--- src/rtl/hazard_pkg.sv ---
// Shared types and constants for the Tnew/Tuse hazard controller.
package hazard_pkg;

  localparam int SLOT_AW = 5;
  localparam int SLOT_TW = 2;

  // An all-ones Tuse marks an operand the instruction never reads.
  localparam logic [SLOT_TW-1:0] TUSE_NONE = '1;

  localparam logic [1:0] FWD_RF = 2'b00;
  localparam logic [1:0] FWD_W  = 2'b01;
  localparam logic [1:0] FWD_M  = 2'b10;
  localparam logic [1:0] FWD_E  = 2'b11;

  typedef struct packed {
    logic [SLOT_AW-1:0] dst;
    logic [SLOT_TW-1:0] tnew;
    logic [SLOT_AW-1:0] rs;
    logic [SLOT_AW-1:0] rt;
  } slot_t;

  function automatic logic [SLOT_TW-1:0] sat_dec(input logic [SLOT_TW-1:0] t);
    return (t == '0) ? '0 : t - 1'b1;
  endfunction

endpackage

--- src/rtl/mdu_busy_ctr.sv ---
// Tracks an in-flight mult/div: busy from the cycle it enters E until its
// cycle budget has drained.
module mdu_busy_ctr #(
  parameter int MULT_CYCLES = 5,
  parameter int DIV_CYCLES  = 10
) (
  input  logic clk,
  input  logic rst_n,
  input  logic start,
  input  logic isDiv,
  output logic busy
);

  localparam int MAX_CYCLES = (MULT_CYCLES > DIV_CYCLES) ? MULT_CYCLES : DIV_CYCLES;
  localparam int CW = $clog2(MAX_CYCLES + 1);

  logic          startE;
  logic          divE;
  logic [CW-1:0] cnt;

  always_ff @(posedge clk or negedge rst_n) begin
    if (!rst_n) begin
      startE <= 1'b0;
      divE   <= 1'b0;
      cnt    <= '0;
    end else begin
      startE <= start;
      divE   <= isDiv;
      if (startE) begin
        cnt <= divE ? CW'(DIV_CYCLES) : CW'(MULT_CYCLES);
      end else if (cnt != '0) begin
        cnt <= cnt - 1'b1;
      end
    end
  end

  // The E-entry cycle itself counts as busy, giving N+1 busy cycles.
  assign busy = startE | (cnt != '0);

endmodule

--- src/rtl/hazard_ctrl_tn.sv ---
// Tnew/Tuse hazard unit: shadow E/M/W pipeline, stall generation and
// forwarding selects for a 5-stage datapath, plus mult/div busy tracking.
module hazard_ctrl_tn
  import hazard_pkg::*;
#(
  parameter int REG_AW      = 5,
  parameter int TW          = 2,
  parameter int MULT_CYCLES = 5,
  parameter int DIV_CYCLES  = 10
) (
  input  logic              clk,
  input  logic              rst_n,
  input  logic [REG_AW-1:0] rs_d,
  input  logic [REG_AW-1:0] rt_d,
  input  logic [TW-1:0]     rs_tuse_d,
  input  logic [TW-1:0]     rt_tuse_d,
  input  logic [REG_AW-1:0] dst_d,
  input  logic [TW-1:0]     tnew_d,
  input  logic              mdu_start_d,
  input  logic              mdu_div_d,
  input  logic              mdu_use_d,
  output logic              stall_f,
  output logic              stall_d,
  output logic              flush_e,
  output logic [1:0]        fwd_rs_d,
  output logic [1:0]        fwd_rt_d,
  output logic [1:0]        fwd_rs_e,
  output logic [1:0]        fwd_rt_e,
  output logic              fwd_rt_m,
  output logic              mdu_busy
);

  slot_t             slotE;
  logic [REG_AW-1:0] mDst;
  logic [TW-1:0]     mTnew;
  logic [REG_AW-1:0] mRt;
  logic [REG_AW-1:0] wDst;
  logic [TW-1:0]     wTnew;

  logic                   stall;
  logic                   mduBusy;
  logic [1:0]             dataHaz;
  logic [1:0][REG_AW-1:0] opD;
  logic [1:0][TW-1:0]     opTuse;
  logic [1:0][REG_AW-1:0] opE;
  logic [1:0][1:0]        fwdD;
  logic [1:0][1:0]        fwdE;

  // Index 0 is the rs operand, index 1 the rt operand.
  assign opD    = {rt_d, rs_d};
  assign opTuse = {rt_tuse_d, rs_tuse_d};
  assign opE    = {slotE.rt, slotE.rs};

  for (genvar gi = 0; gi < 2; gi++) begin : g_op
    assign dataHaz[gi] = (opD[gi] != '0) && (opTuse[gi] != TUSE_NONE) &&
                         (((opD[gi] == slotE.dst) && (slotE.tnew > opTuse[gi])) ||
                          ((opD[gi] == mDst) && (mTnew > opTuse[gi])));

    // Youngest match wins; a match whose value is not ready yet selects RF.
    assign fwdD[gi] = (opD[gi] == '0)       ? FWD_RF :
                      (opD[gi] == slotE.dst) ? ((slotE.tnew == '0) ? FWD_E : FWD_RF) :
                      (opD[gi] == mDst)      ? ((mTnew == '0) ? FWD_M : FWD_RF) :
                      (opD[gi] == wDst)      ? ((wTnew == '0) ? FWD_W : FWD_RF) :
                                               FWD_RF;

    assign fwdE[gi] = (opE[gi] == '0)  ? FWD_RF :
                      (opE[gi] == mDst) ? ((mTnew == '0) ? FWD_M : FWD_RF) :
                      (opE[gi] == wDst) ? ((wTnew == '0) ? FWD_W : FWD_RF) :
                                          FWD_RF;
  end

  // Data and MDU hazards merge into one bubble; they never stack.
  assign stall = (|dataHaz) | (mdu_use_d & mduBusy);

  always_ff @(posedge clk or negedge rst_n) begin
    if (!rst_n) begin
      slotE <= '0;
      mDst  <= '0;
      mTnew <= '0;
      mRt   <= '0;
      wDst  <= '0;
      wTnew <= '0;
    end else begin
      slotE <= stall ? slot_t'('0) : slot_t'{dst: dst_d, tnew: tnew_d, rs: rs_d, rt: rt_d};
      mDst  <= slotE.dst;
      mTnew <= sat_dec(slotE.tnew);
      mRt   <= slotE.rt;
      wDst  <= mDst;
      wTnew <= sat_dec(mTnew);
    end
  end

  mdu_busy_ctr #(
    .MULT_CYCLES(MULT_CYCLES),
    .DIV_CYCLES (DIV_CYCLES)
  ) u_mdu (
    .clk  (clk),
    .rst_n(rst_n),
    .start(mdu_start_d & ~stall),
    .isDiv(mdu_div_d),
    .busy (mduBusy)
  );

  assign stall_f  = stall;
  assign stall_d  = stall;
  assign flush_e  = stall;
  assign fwd_rs_d = fwdD[0];
  assign fwd_rt_d = fwdD[1];
  assign fwd_rs_e = fwdE[0];
  assign fwd_rt_e = fwdE[1];
  assign fwd_rt_m = (mRt != '0) && (mRt == wDst);
  assign mdu_busy = mduBusy;

endmodule

--- config.mk ---
export PLATFORM = sky130hd
export DESIGN_NAME = hazard_ctrl_tn
export DESIGN_NICKNAME = d
export VERILOG_FILES = /design/src/rtl/hazard_pkg.sv /design/src/rtl/mdu_busy_ctr.sv /design/src/rtl/hazard_ctrl_tn.sv
export SDC_FILE = /design/constraint.sdc
export NUM_CORES = 1
export LEC_CHECK = 0
export CAP_MARGIN = 20
export CORE_ASPECT_RATIO = 0.7
export CORE_MARGIN = 8
export CORE_UTILIZATION = 54
export DETAILED_ROUTE_END_ITERATION = 12
export PLACE_DENSITY_LB_ADDON = 0.08
export SLEW_MARGIN = 30
export SYNTH_ARGS = -nofsm -noshare
export SYNTH_HDL_FRONTEND = slang
export SYNTH_HIERARCHICAL = 1
export SYNTH_SLANG_ARGS = --single-unit
--- constraint.sdc ---
create_clock -name clk -period 3.1 [get_ports clk]
set_input_delay 0.465 -clock clk [delete_from_list [all_inputs] [get_ports clk]]
set_output_delay 0.465 -clock clk [all_outputs]
set_load 0.02 [all_outputs]
Yosys cells after proc, flatten, opt, wreduce, memory -nomap -nowiden
Cells that the tools add are included.
{ "op_classes": {"add_sub_neg": 3, "n_lt_le_gt_ge": 4, "n_eq_ne": 13, "mux": 23, "n_bitwise": 5, "reduce_logical": 24} }
{ "op_table": {"columns": ["operator", "n"], "rows": [
  ["$eq 5x5->1", 11],
  ["$mux 2", 17],
  ["$logic_not 5->1", 4],
  ["$mux 17", 1],
  ["$reduce_bool 5->1", 3],
  ["$mux 4", 3],
  ["$logic_and 1x1->1", 9],
  ["$gt 2x2->1", 4],
  ["$logic_not 2->1", 3],
  ["$ne 2x2->1 const B", 2],
  ["$reduce_bool 4->1", 1],
  ["$sub 2x1->2 const B", 2],
  ["$sub 4x1->4 const B", 1],
  ["$and 1x1->1", 2],
  ["$logic_or 1x1->1", 2],
  ["$mux 1", 2],
  ["$or 1x1->1", 2],
  ["$reduce_bool 2->1", 1],
  ["$reduce_or 2->1", 1],
  ["$not 1->1", 1]
]} }
{ "word_totals": {"regBits": 42, "in_bits": 26, "out_inout_bits": 13, "wordCells": 84} }

Longest topological paths before layout
Gate-level depths: netlist of run 1.
{ "logic_depth": {"depth_word": 8, "ltp_mapped": 8, "depth_no_buf": 7} }

Hierarchy
Netlist of run 1, hierarchy kept.
{ "by_module_without_submodules": {"columns": ["module", "instances", "cells_per_inst", "area_per_inst_um2", "seq_area_each_um2"], "rows": [
  ["hazard_ctrl_tn", 1, 205, 2233.4, 900.9],
  ["mdu_busy_ctr", 1, 24, 291.5, 150.1]
]} }

Worst setup path before layout of run 1
No wires, ideal clock.
{ "synth_timing": {"path_type": "register to output", "startpoint": "reg u_mdu.cnt[0]", "endpoint": "out stall_d", "t_arrival_ns": 2.198, "t_required_ns": 2.635, "slack_ns": 0.437, "path_stages_with_launch": 9, "path_buffers": 3, "cell_sequence": "dfrtp_1 inv_1 ha_1 or4b_4 buf_6 and2_1 buf_1 or3_1 buf_4"} }
{ "synth_via": {"elab_chain_cells": 4} }
{ "synth_lines": {"columns": ["element", "line", "text"], "rows": [
  ["start: declaration", "mdu_busy_ctr.sv:19", "logic [CW-1:0] cnt;"],
  ["start signal: assignment", "mdu_busy_ctr.sv:30", "cnt <= divE ? CW'(DIV_CYCLES) : CW'(MULT_CYCLES);"],
  ["start signal: assignment", "mdu_busy_ctr.sv:32", "cnt <= cnt - 1'b1;"],
  ["$reduce_bool 4->1", "mdu_busy_ctr.sv:38", "assign busy = startE | (cnt != '0);"],
  ["$or 1x1->1", "mdu_busy_ctr.sv:38", null],
  ["net mdu_busy", "hazard_ctrl_tn.sv:30", "output logic mdu_busy"],
  ["$and 1x1->1", "hazard_ctrl_tn.sv:73", "assign stall = (|dataHaz) | (mdu_use_d & mduBusy);"],
  ["$or 1x1->1", "hazard_ctrl_tn.sv:73", null],
  ["end: declaration", "hazard_ctrl_tn.sv:23", "output logic stall_d,"]
]} }
The timed path passes the listed nets, and every way through them passes these cells.

Worst setup path in the final report of run 1
{ "layout_timing": {"startpoint": "in rs_d[2]", "endpoint": "out flush_e"} }
{ "layout_via": {"elab_chain_cells": 6, "word_cells_on_any_way": 10, "cone_classes": "eq/ne (2); bitwise (1); reduce/logical (7)"} }
{ "layout_lines": {"columns": ["element", "line", "text"], "rows": [
  ["start: declaration", "hazard_ctrl_tn.sv:13", "input logic [REG_AW-1:0] rs_d,"],
  ["$eq 5x5->1 (on tied branches)", "hazard_ctrl_tn.sv:56, hazard_ctrl_tn.sv:57", null],
  ["$logic_and 1x1->1 (on tied branches)", "hazard_ctrl_tn.sv:56, hazard_ctrl_tn.sv:57", null],
  ["$logic_or 1x1->1", "hazard_ctrl_tn.sv:56", "(((opD[gi] == slotE.dst) && (slotE.tnew > opTuse[gi])) ||"],
  ["$logic_and 1x1->1 *", "hazard_ctrl_tn.sv:55", "assign dataHaz[gi] = (opD[gi] != '0) && (opTuse[gi] != TUSE_NONE) &&"],
  ["$reduce_or 2->1 *", "hazard_ctrl_tn.sv:73", null],
  ["$or 1x1->1 *", "hazard_ctrl_tn.sv:73", null],
  ["end: declaration", "hazard_ctrl_tn.sv:24", "output logic flush_e,"]
]} }
Every way passes the cells marked *; elsewhere a longest branch is shown, timed or not.

==> results of run 1 <==
-- layout make-up --
class,instances,area [µm²]
Multi-Input combinational cell,164,1360
Fill cell,344,1250
Sequential cell,42,1050
Timing Repair Buffer,61,549
Clock buffer,5,68.8
Tap cell,55,68.8
Clock inverter,3,40.0
Inverter,10,37.5
-- timing repair --
action / in CTS / in global routing
endpoints found under the hold margin: 0 / 0
pin swaps: 0 / 0
hold buffers: 0 / 0
buffers inserted: 0 / 0
setup endpoints to repair: 7 / 3
resized for setup: 13 / 1
-- power by group --
part,internal [mW],switching [mW],total (mW)
logic,0.296,0.255,0.551
registers,0.629,0.107,0.736
clock network,0.237,0.184,0.421
-- critical path: stages --
cell and delay, ns:
sky130_fd_sc_hd__clkdlybuf4s50_1 0.47, sky130_fd_sc_hd__or4_1 0.59, sky130_fd_sc_hd__nor2_2 0.14, sky130_fd_sc_hd__or3_2 0.16, sky130_fd_sc_hd__o22ai_4 0.06, sky130_fd_sc_hd__or3_4 0.40, sky130_fd_sc_hd__clkdlybuf4s15_2 0.27
-- kinds of logic (layout without fill, tap and decap cells) --
| kind of cell | after synthesis | count (layout) |
|---|---|---|
| and+or+nand+nor | 78 | 78 |
| xor gates and xnor gates | 56 | 56 |
| DFF | 42 | 42 |
| buffers and inverters | 23 | 79 |
| AOI/OAI and AO/OA | 20 | 20 |
| adders and majority gates | 10 | 10 |
-- synthesized netlist by cell type, types with 5 or more instances --
cell type and number:
sky130_fd_sc_hd__a21oi_1 9, sky130_fd_sc_hd__clkbuf_1 7, sky130_fd_sc_hd__dfrtp_1 42, sky130_fd_sc_hd__ha_1 10, sky130_fd_sc_hd__inv_1 10, sky130_fd_sc_hd__nand3_1 9
sky130_fd_sc_hd__nor2_1 5, sky130_fd_sc_hd__nor3_1 8, sky130_fd_sc_hd__nor4_1 5, sky130_fd_sc_hd__nor4b_1 8, sky130_fd_sc_hd__nor4b_2 10, sky130_fd_sc_hd__xnor2_1 31
sky130_fd_sc_hd__xor2_1 25
-- flip-flops by register name (all words and copies together) (netlist names) --
name          flops
u_mdu/cnt         4
mTnew             2
mRt               5
u_mdu/divE        1
opE              10
mDst              5
wTnew             2
wDst              5
slotE             7
u_mdu/startE      1
-- metal layers --
| layer | global-route usage [%] | vias up |
|---|---|---|
| li1 | - | 915 |
| met1 | 23.1 | 938 |
| met2 | 29.8 | 52 |
| met3 | 5.05 | 4 |
| met4 | 4.64 | 0 |
| met5 | 0 | - |
-- per-stage QoR --
stage | instance area (µm²) | power [mW] | hold slack (ns)
finish | 3180 | 1.71 | 0.146
CTS | 3170 | 1.71 | 0.322
global placement | 3060 | 1.28 | 0.429
detailed placement | 3060 | 1.30 | 0.427
global route | 3180 | 1.81 | 0.188
floorplan | 2520 | 1.10 | 0.169
-- worst paths after layout --
check,start,endpoint,slack (ns),cells after the start
setup / recovery,rs_d[2],flush_e,0.09,7
hold / removal,rst_n,u_mdu/cnt[1],0.15,1
setup reg to reg,mTnew[1],opE[6],1.00,6
hold reg to reg,slotE[13],mDst[1],0.44,0
max in group asynchronous,rst_n,opE[8],2.60,1
min in group clk,slotE[13],mDst[1],0.44,0
==> flow_results.org, run 1 <==
** Synth
- Async S/R FF share, synth :: 100%
- Yosys mapped a number of flops with a built-in enable equal to 0.
- Mean instance size in the synthesized netlist :: 11.0 µm²
- Sequential cells were found to cover 41.6% of the synthesized design area.
- In the synthesized netlist, the number of instances is 229.
- The most used flip-flop cell after synthesis is sky130_fd_sc_hd__dfrtp_1.
- Count of warnings emitted by yosys :: 6
- Summing the areas of all and, or, nand and nor instances in the mapped netlist gives 23.2% of the synthesized area.
- Counting flops and latches in the post-synthesis netlist gives 42.
- When the netlist entered floorplanning its net count stood at 265.
- Share of the synthesized area in compound gates (AO/OA/AOI/OAI) :: slightly above 6%
- By area the synthesized netlist is led by sky130_fd_sc_hd__dfrtp_1, sky130_fd_sc_hd__xnor2_1, sky130_fd_sc_hd__xor2_1.
- Cell area after technology mapping :: 2520 µm²
- The biggest area contributor in the post-synthesis netlist is sky130_fd_sc_hd__dfrtp_1.
- Mux share of post-synthesis cell area :: 0%
- Post-synthesis cell type count :: 38
- Of the total synthesized cell area, the portion taken by XOR and XNOR cells is 19.4%.
- The synthesized netlist devotes 4.96% of its cell area to adder and majority cells.
- Summed over its instances, the top area cell type makes up between 40% and 50% of the synthesized netlist area.
- By area, the combinational part of the netlist is dominated by simple AND/OR/NAND/NOR gates.

** Global routing
- The first global-routing pass estimated 10.3 mm of wire.
- In the global route stage, overall resource usage came out at 18.2%.
- Overflow after GRT :: 0
- Via count of the first global-routing pass :: 2019
- Pin count of the biggest net entering global routing :: 43
- Antenna violations before repair :: 0

** Floorplanning
- Initial Utilization :: 57.0%
- The die covers roughly 7000 µm².
- 39 I/O pins were placed.
- Die Y :: 73.2 µm
- The floorplan step set the die width to 97.7 µm.
- Row generation in the floorplan step produced 20 rows.
- Area of the core :: 4430 µm²

** Finish
- Count of antenna diodes in the layout :: 0
- The count of cells in the finished layout, fillers not included, comes to 340.
- Compared with the post-synthesis result, the final layout area differs by 25.9%.
- Cells with a size suffix above 1 make up between 15 and 20% of the layout.
- Leaving out fill and tap cells, the most frequent cell in the layout is sky130_fd_sc_hd__dfrtp_1.
- Measured on the finished design, the core utilization comes to 71.8%.
- Leading cell types in the layout, fill and taps excluded :: sky130_fd_sc_hd__dfrtp_1, sky130_fd_sc_hd__xnor2_1, sky130_fd_sc_hd__clkdlybuf4s50_1, sky130_fd_sc_hd__xor2_1, sky130_fd_sc_hd__buf_4
- The final layout contains between 300 and 400 nets.

** Detailed routing
- The count of nets left with antenna violations once routing finished came out at 0.
- For this run, design rule violations remaining after detail routing come to 0.
- Top layer reached by signal wires :: met4
- The routed design uses 2.88 mm of met2 wire.
- The routed layout has ~1900 vias.
- After detailed routing, the average wire length per cell comes to 18.0 µm.
- Routed met3 length :: 390 µm
- The first detailed-routing pass ran for 5 iterations.
- Using the TritonRoute via totals, the vias-per-cell ratio works out to 5.61.
- After the first detailed-routing iteration, the DRC count stood at approximately 100.
- Summed over all layers, the routed wires come to 6.13 mm.
- Wire length on met1 :: around 2.8 mm

** Critical path
- Data arrival time at the worst-slack endpoint :: 2.55 ns
- Max Fanout on Critical Path :: 3
- The worst setup path is launched from an input port.
- The setup path with the least slack is of type in2out.
- For the worst setup path, the data required time is 2.63 ns.
- STA classifies the critical path endpoint as an output port.

** STA
- Final worst-path setup slack :: 0.0895 ns
- Fraction of the cycle the final worst path needs :: 97.1%
- Max-slew violation total from the final report :: 0
- Setup violations remaining at the end of the flow were counted as 0.
- For the final routed database, the setup TNS stands at 0 ns.
- Final period demand of the worst path :: 3.01 ns
- For this run, the top clock speed supported by timing is 332 MHz.
- RSZ-0062 raised after global routing :: false
- Slew at the pin closest to its max-slew limit :: between 0.5 and 0.6 ns
- On the final layout, the worst clock skew is roughly 0.0081 ns.
- The count of final hold-check violations came to 0.
- Worst slew slack as a fraction of its limit :: 65.8%

** Job
- Max-cap violations in this run came to 0.

** Clock tree
- Clock slew seen by the registers of the worst setup and hold paths :: 0.08 ns
- The cell sitting at the root of the clock tree is a sky130_fd_sc_hd__clkbuf_8.
- Number of buffers on the longest clock path :: 2
- Number of sinks driven by the clock tree :: 42
- Insertion delay to the later sink of the worst-skew pair :: 0.29 ns
- The number of clock buffers added by TritonCTS is 5.
- Maximum level of the CTS H-tree :: 2
- TritonCTS built the clock tree.

** Place
- Post-placement cell count :: 332
- GP Congestion :: 0.876
- Number of port buffers :: 38
- Before CTS, the worst setup slack after placement is -0.307 ns.
- HPWL after detailed placement :: 4.70 mm

** Run status
- Outcome :: complete, no violations

** Pwr
- Leakage power total :: 1.39 nW
- Dividing total power by cell area gives a power density of around 540 nW/µm².
- VDD sags by at most 0.000362 V.

** Worst hold path
- Worst min-delay path class :: in2async
Power figures use the tool's default switching activity.
==> inputs of run 2 (changes only) <==
--- a/config.mk
+++ b/config.mk
@@ -8,7 +8,7 @@
 export CAP_MARGIN = 20
 export CORE_ASPECT_RATIO = 0.7
 export CORE_MARGIN = 8
-export CORE_UTILIZATION = 54
+export CORE_UTILIZATION = 58
 export DETAILED_ROUTE_END_ITERATION = 12
 export PLACE_DENSITY_LB_ADDON = 0.08
 export SLEW_MARGIN = 30
==> constraint.sdc (replaced) <==
create_clock -name clk -period 3.6 [get_ports clk]
set_input_delay 0.54 -clock clk [delete_from_list [all_inputs] [get_ports clk]]
set_output_delay 0.54 -clock clk [all_outputs]
set_load 0.02 [all_outputs]
==> run 2 against run 1 <==
  * Critical path depth is 1 higher
  * Die area down 5.6%
  * Sequential power down 14%
  * Register-to-register slack improved by 0.53 ns
  * Worst hold slack better by 0.078 ns
==> flow_results.org, run 2 (same netlist as run 1, synthesis figures left out) <==
** Floorplanning
- The row count was 20 (unchanged).
- Die ar. :: 6750 µm² (-5.6%)
- The initial core utilization came to 59.4% (+2.3 points).
- The overall die height is 71.2 µm (-2.7%).
- The horizontal die dimension was 94.9 µm (-2.9%).
- The number of I/O pins came to 39 (unchanged).
- Area of the core :: 4250 µm² (-4.0%)

** Critical path
- The internal reg-to-reg setup slack came to 1.53 ns (+0.53 ns).
- Data arrival time at the worst-slack endpoint :: 2.96 ns (+0.41 ns)
- The top fanout value on the critical path was 4 (+1).
- Critical Path RT :: 3.06 ns (+0.43 ns)
- Worst Setup Path Type :: in2out
- The worst setup path is captured at an output port.
- The worst setup path is launched from an input port.

** Global routing
- The wire length of the first global-routing pass was 9.32 mm (-9.1%).
- The total overflow reported by the global router is 0 (unchanged).
- Antenna violations before repair :: 0 (unchanged)
- Via count of the first global-routing pass :: 1862 (-7.8%)
- Gr usage total :: 17.7% (-0.46 points)
- The largest net degree at the start of global routing came to 43 (unchanged).

** Pwr
- The areal power density over the cells came to 473 nW/µm² (-12%).
- Leakage power total :: 1.34 nW (-3.9%)
- The peak ir drop on the vdd network is 0.000380 V (+5.2%).

** Clock tree
- The register clock-pin slew on the reported worst setup and hold paths was 0.07 ns (about the same).
- Number of buffers on the longest clock path :: 2 (unchanged)
- The clock insertion delay at the later pin of the skew report came to 0.29 ns (about the same).
- The total CTS buffers was 5 (unchanged).
- Number of sinks driven by the clock tree :: 42 (unchanged)
- The quantity of hold-fixing buffers added after cts came to 0 (unchanged).
- Cell chosen for the clock root :: sky130_fd_sc_hd__clkbuf_8
- The count of H-tree levels built during CTS came to 2 (unchanged).
- TritonCTS built the clock tree.

** Place
- The post-DP HPWL is 4.23 mm (-9.9%).
- The number of instances in the placed design was 319 (-3.9%).
- GP Congestion :: 0.836 (-4.5%)
- The count of input and output buffers is 38 (unchanged).
- Total cell area at the placement stage :: 2970 µm² (-3.2%)

** STA
- Fraction of the cycle the final worst path needs :: 97.2%
- The count of final hold-check violations came to 0 (unchanged).
- Highest clock frequency the design can meet :: 286 MHz
- The actual transition at the worst max-transition pin came to 0.527 ns (+0.0147 ns).
- The total count of max-transition violations in the final report was 0 (unchanged).
- The final total negative setup slack was 0 ns (unchanged).
- The worst slew margin relative to its limit came to 64.9% (-0.98 points).
- For the finished layout, the period the worst path requires is 3.50 ns.
- The largest clock skew in the final design is 0.00435 ns (-0.00374 ns).
- The setup violation total in the final timing report came to 0 (unchanged).
- RSZ-0062 raised after global routing :: false

** Finish
- Leading cell types in the layout, fill and taps excluded :: sky130_fd_sc_hd__dfrtp_1, sky130_fd_sc_hd__clkdlybuf4s50_1, sky130_fd_sc_hd__xnor2_1, sky130_fd_sc_hd__xor2_1, sky130_fd_sc_hd__buf_4
- Signed area change from the synthesized netlist to the final layout :: 22.5%
- Count of placed standard cells in the final layout, fillers left out :: 326 (-4.1%)
- The end-of-flow core utilization was 72.7% (+0.95 points).
- The final instance area is 3090 µm² (-2.7%).
- Number of flip-flops in the largest register :: 10 (unchanged)
- The net count of the finished layout came to 307 (-4.1%).
- The number of antenna cells inserted came to 0 (unchanged).
- Most common library cell in the layout ignoring fill and taps :: sky130_fd_sc_hd__dfrtp_1
- Fraction of layout cells with a size suffix above 1 :: 14.0% (-5.3 points)

** Detailed routing
- The count of antenna-violating nets left after detailed routing came to 0 (unchanged).
- The detailed router's first-iteration violation count was 102 (+0.99%).
- DRC Markers :: 0 (unchanged)
- Average detailed-routed wire length per instance :: 16.8 µm (-7.0%)
- The total via count after detailed routing was 1827 (-4.3%).
- The final routed wirelength across all metal layers is 5.46 mm (-11%).
- Vias per cell :: 5.60 (-0.19%)
- First-pass iteration count of the detailed router :: 4 (-1)

** Run status
- Outcome :: complete, no violations

** Job
- Number of max-cap violations :: 0 (unchanged)

** Worst hold path
- Worst min-delay path class :: in2async
-- run 2: area by class of cell --
type	instances	area (µm²)
clock buffers	6	82.6
multi-input cells	164	1360
clock inverters	1	30.0
well taps	55	68.8
fillers	325	1160
repair buffers	48	460
inverters	10	37.5
flip-flops and latches	42	1050
-- run 2: final timing paths --
kind,startpoint,end,depth (start not counted)
min in group clk,slotE[12],mDst[0],0
max in group asynchronous,rst_n,mRt[2],1
setup reg to reg,mTnew[1],opE[8],6
setup / recovery,rs_d[3],fwd_rs_d[1],8
hold / removal,rst_n,u_mdu/cnt[1],1
hold reg to reg,slotE[12],mDst[0],0
-- run 2: stage by stage --
stage	setup slack, ns	total power [mW]	hold slack [ns]
global placement	0.0589	1.08	0.425
floorplan	0.862	0.950	0.244
finish	0.102	1.46	0.223
detailed placement	0.0294	1.10	0.426
CTS	0.0126	1.47	0.413
global route	0.00818	1.55	0.265
-- run 2: report_power, final --
group          leakage [nW]  switching [mW]  internal (mW)
combinational         0.742           0.211          0.246
sequential            0.537          0.0921          0.542
clock                0.0573           0.150          0.222
total                  1.34           0.453           1.01
-- run 2: critical path, stage by stage --
cell and delay (ns):
sky130_fd_sc_hd__clkdlybuf4s50_1 0.50, sky130_fd_sc_hd__buf_4 0.19, sky130_fd_sc_hd__xor2_1 0.16, sky130_fd_sc_hd__nor3_1 0.27, sky130_fd_sc_hd__nand3_2 0.18, sky130_fd_sc_hd__or3_1 0.36, sky130_fd_sc_hd__a21oi_1 0.13, sky130_fd_sc_hd__clkdlybuf4s50_1 0.62
-- run 2: what timing repair did --
action                     CTS  global route
gates resized for setup      0             4
setup buffers                0             0
setup endpoints to repair    0             5
-- run 2: routing by layer --
layer / vias up / share of wire [%] / wire, µm / global-route usage [%]
met5: - / 0 / 0 / 0
met4: 0 / 1.0 / 57 / 4.66
met3: 8 / 7.9 / 433 / 5.07
met2: 55 / 45 / 2440 / 26.1
met1: 878 / 46 / 2530 / 24.7
li1: 886 / - / - / -
==> inputs of run 3 (changes only) <==
==> constraint.sdc (replaced) <==
create_clock -name clk -period 3.6 [get_ports clk]
set_input_delay 0.54 -clock clk [delete_from_list [all_inputs] [get_ports clk]]
set_output_delay 0.54 -clock clk [all_outputs]
set_load 0.1 [all_outputs]
==> run 3 against run 2 <==
  * Clock skew rose by 0.0054 ns
  * Critical path depth shrank 1
  * Critical path type unchanged
  * Sequential cell count did not move
  * Power grew 9.8%
  * First-iteration DRC count grew 25%
  * Register-to-register slack is essentially flat
  * Wire length is 4.4% higher
  * Sequential power barely moved
  * Worst hold slack got worse by 0.013 ns
  * Final area is 1.3% higher
  * Sequential share of layout area is 0.43 points lower
  * Count of clock-buffer cells in the layout unchanged
  * Highest routed layer unchanged
==> flow_results.org, run 3 (same netlist as run 1, synthesis figures left out) <==
** Place
- HPWL after detailed placement :: 4.32 mm (+2.0%)
- The count of input and output buffers is 38 (unchanged).
- GP Congestion :: 0.831 (-0.67%)
- Post-placement cell count :: 317 (-0.63%)

** Critical path
- The data required time at the worst endpoint was 3.06 ns (about the same).
- The top fanout value on the critical path was 5 (+1).
- The endpoint arrival time on the critical path was 2.80 ns (-0.16 ns).
- The cell depth of the worst flop-to-flop path was 6 (unchanged).
- The number of buffers and inverters on the critical path came to 2 (-1).
- The worst setup path is captured at an output port.
- Worst Setup Path Type :: in2out
- The number of cells on the critical path was 7 (-1).
- The internal reg-to-reg setup slack is 1.52 ns (about the same).
- Among all stages on the critical path, the largest delay is contributed by sky130_fd_sc_hd__or4_1.
- Chain of cells forming the critical path :: clkdlybuf4s50_1 > or4_1 > nor2_2 > or3_4 > o22ai_4 > or3_1 > buf_12
- The worst register-to-register path ends at opE[0].
- Worst path top cell family by delay :: simple AND/OR/NAND/NOR gates
- R2R Path Start :: u_mdu/cnt[0]
- Worst stage delay on the critical path :: 0.58 ns (-0.04 ns)
- Launching element type of the critical path :: input port

** Finish
- Signed area change from the synthesized netlist to the final layout :: 24.1%
- In the layout the commonest cells are sky130_fd_sc_hd__dfrtp_1, sky130_fd_sc_hd__xnor2_1, sky130_fd_sc_hd__xor2_1, sky130_fd_sc_hd__clkdlybuf4s50_1, sky130_fd_sc_hd__buf_4.
- Most common library cell in the layout ignoring fill and taps :: sky130_fd_sc_hd__dfrtp_1
- The net count of the finished layout is 305 (-0.65%).
- The number of cells in the finished layout apart from fillers came to 325 (-0.31%).
- Fraction of layout cells with a size suffix above 1 :: 18.1% (+4.1 points)
- Number of flip-flops in the largest register :: 10 (unchanged)
- Count of antenna diodes in the layout :: 0 (unchanged)

** STA
- Slew at the pin closest to its max-slew limit :: 0.962 ns (+0.435 ns)
- Final period demand of the worst path :: 3.34 ns (-0.162 ns)
- The maximum clock frequency was 300 MHz (+4.8%).
- The worst-case hold slack was 0.210 ns (-0.0128 ns).
- RSZ-0062 raised after global routing :: false
- Clock skew :: 0.00972 ns (+0.00537 ns)
- The final total negative setup slack came to 0 ns (unchanged).
- Endpoints failing hold :: 0 (unchanged)
- The total count of max-transition violations in the final report came to 0 (unchanged).
- Fraction of the cycle the final worst path needs :: 92.7% (-4.5 points)
- The setup violation total in the final timing report is 0 (unchanged).
- Worst slew slack as a fraction of its limit :: 35.7% (-29 points)

** Floorplanning
- Die ar. :: 6750 µm² (unchanged)
- The overall die height was 71.2 µm (unchanged).
- The horizontal die dimension is 94.9 µm (unchanged).
- The row count came to 20 (unchanged).
- The area of the core region came to 4250 µm² (unchanged).
- Count of pins on the block boundary :: 39 (unchanged)
- The initial core utilization was 59.4% (unchanged).

** Global routing
- The total overflow reported by the global router came to 0 (unchanged).
- Pin count of the biggest net entering global routing :: 43 (unchanged)
- Antenna violations before repair :: 0 (unchanged)
- The wire length of the first global-routing pass was 9.69 mm (+4.1%).
- Via count of the first global-routing pass :: 1940 (+4.2%)
- Gr usage total :: 18.6% (+0.83 points)

** Worst hold path
- The tightest min-delay check is of the in2async type.

** Detailed routing
- Average detailed-routed wire length per instance :: 17.5 µm (+4.7%)
- Total routed wirelength :: 5.70 mm (+4.4%)
- The total via count after detailed routing was 1831 (+0.22%).
- The via-per-instance ratio was 5.63 (+0.53%).
- The count of antenna-violating nets left after detailed routing is 0 (unchanged).
- The detailed router's first-iteration violation count came to 127 (+25%).
- The total DRC errors in the routed layout was 0 (unchanged).
- The number of iterations in the first detailed-routing pass was 4 (unchanged).

** Clock tree
- Setup repair bufs after CTS :: 0 (unchanged)
- Number of sinks driven by the clock tree :: 42 (unchanged)
- The number of instances resized during post-cts repair was 0 (unchanged).
- Num CTS Buffers :: 5 (unchanged)
- The quantity of hold-fixing buffers added after cts came to 0 (unchanged).
- The register clock-pin slew on the reported worst setup and hold paths came to 0.07 ns (about the same).
- Maximum level of the CTS H-tree :: 2 (unchanged)
- Insertion delay to the later sink of the worst-skew pair :: 0.30 ns (about the same)
- Number of buffers on the longest clock path :: 2 (unchanged)
- TritonCTS built the clock tree.
- Cell chosen for the clock root :: sky130_fd_sc_hd__clkbuf_8

** Run status
- The run finished with clean final reports.

** Pwr
- Worst vdd ir :: 0.000442 V (+16%)
- Leakage power total :: 1.34 nW (+0.20%)
- The areal power density over the cells is 513 nW/µm² (+8.4%).

** Job
- The max-cap check violation count is 0 (unchanged).
-- run 3: changes by cell type in the layout (fill, tap and decap cells not counted), sizes merged --
cell           previous run  this run
buf                      11        21
clkinvlp                  0         1
dlymetal6s2s              3         0
clkdlybuf4s50            34        25
-- run 3: how the worst max path moves through the flow --
stage                     slack [ns]  endpoint         start
after floorplan                 0.13   stall_d  rt_tuse_d[1]
after global placement          0.29   flush_e       rt_d[1]
after detailed placement        0.26   stall_d       rt_d[1]
after CTS                       0.25   stall_d       rt_d[1]
after global routing            0.18   stall_f       rt_d[1]
final                           0.26   flush_e       rt_d[1]
-- run 3: layout make-up --
type                            instances  area [µm²]
Multi-Input combinational cell        164        1370
Fill cell                             312        1120
Sequential cell                        42        1050
Timing Repair Buffer                   46         495
Clock buffer                            6        72.6
Tap cell                               55        68.8
Clock inverter                          2        37.5
Inverter                               10        37.5
-- run 3: power by group --
part           internal [mW]  switching [mW]
sequential             0.542          0.0918
clock                  0.207           0.161
combinational          0.264           0.340
total                   1.01           0.593
-- run 3: layer usage --
| metal | part of all wire (%) | track usage [%] |
|---|---|---|
| met5 | 0 | 0 |
| met4 | 0.74 | 7.24 |
| met3 | 7.4 | 5.07 |
| met2 | 47 | 28.8 |
| met1 | 45 | 23.8 |
-- run 3: through the flow --
step | power [mW] | utilization, % | setup slack, ns | instance area (µm²)
2_1_floorplan | 1.08 | - | 0.130 | 2540
3_3_place_gp | 1.24 | 71.0 | 0.294 | 3020
3_5_place_dp | 1.25 | 71.0 | 0.261 | 3020
4_1_cts | 1.62 | 73.6 | 0.250 | 3130
5_1_grt | 1.70 | 73.6 | 0.183 | 3130
6_report | 1.61 | 73.6 | 0.264 | 3130
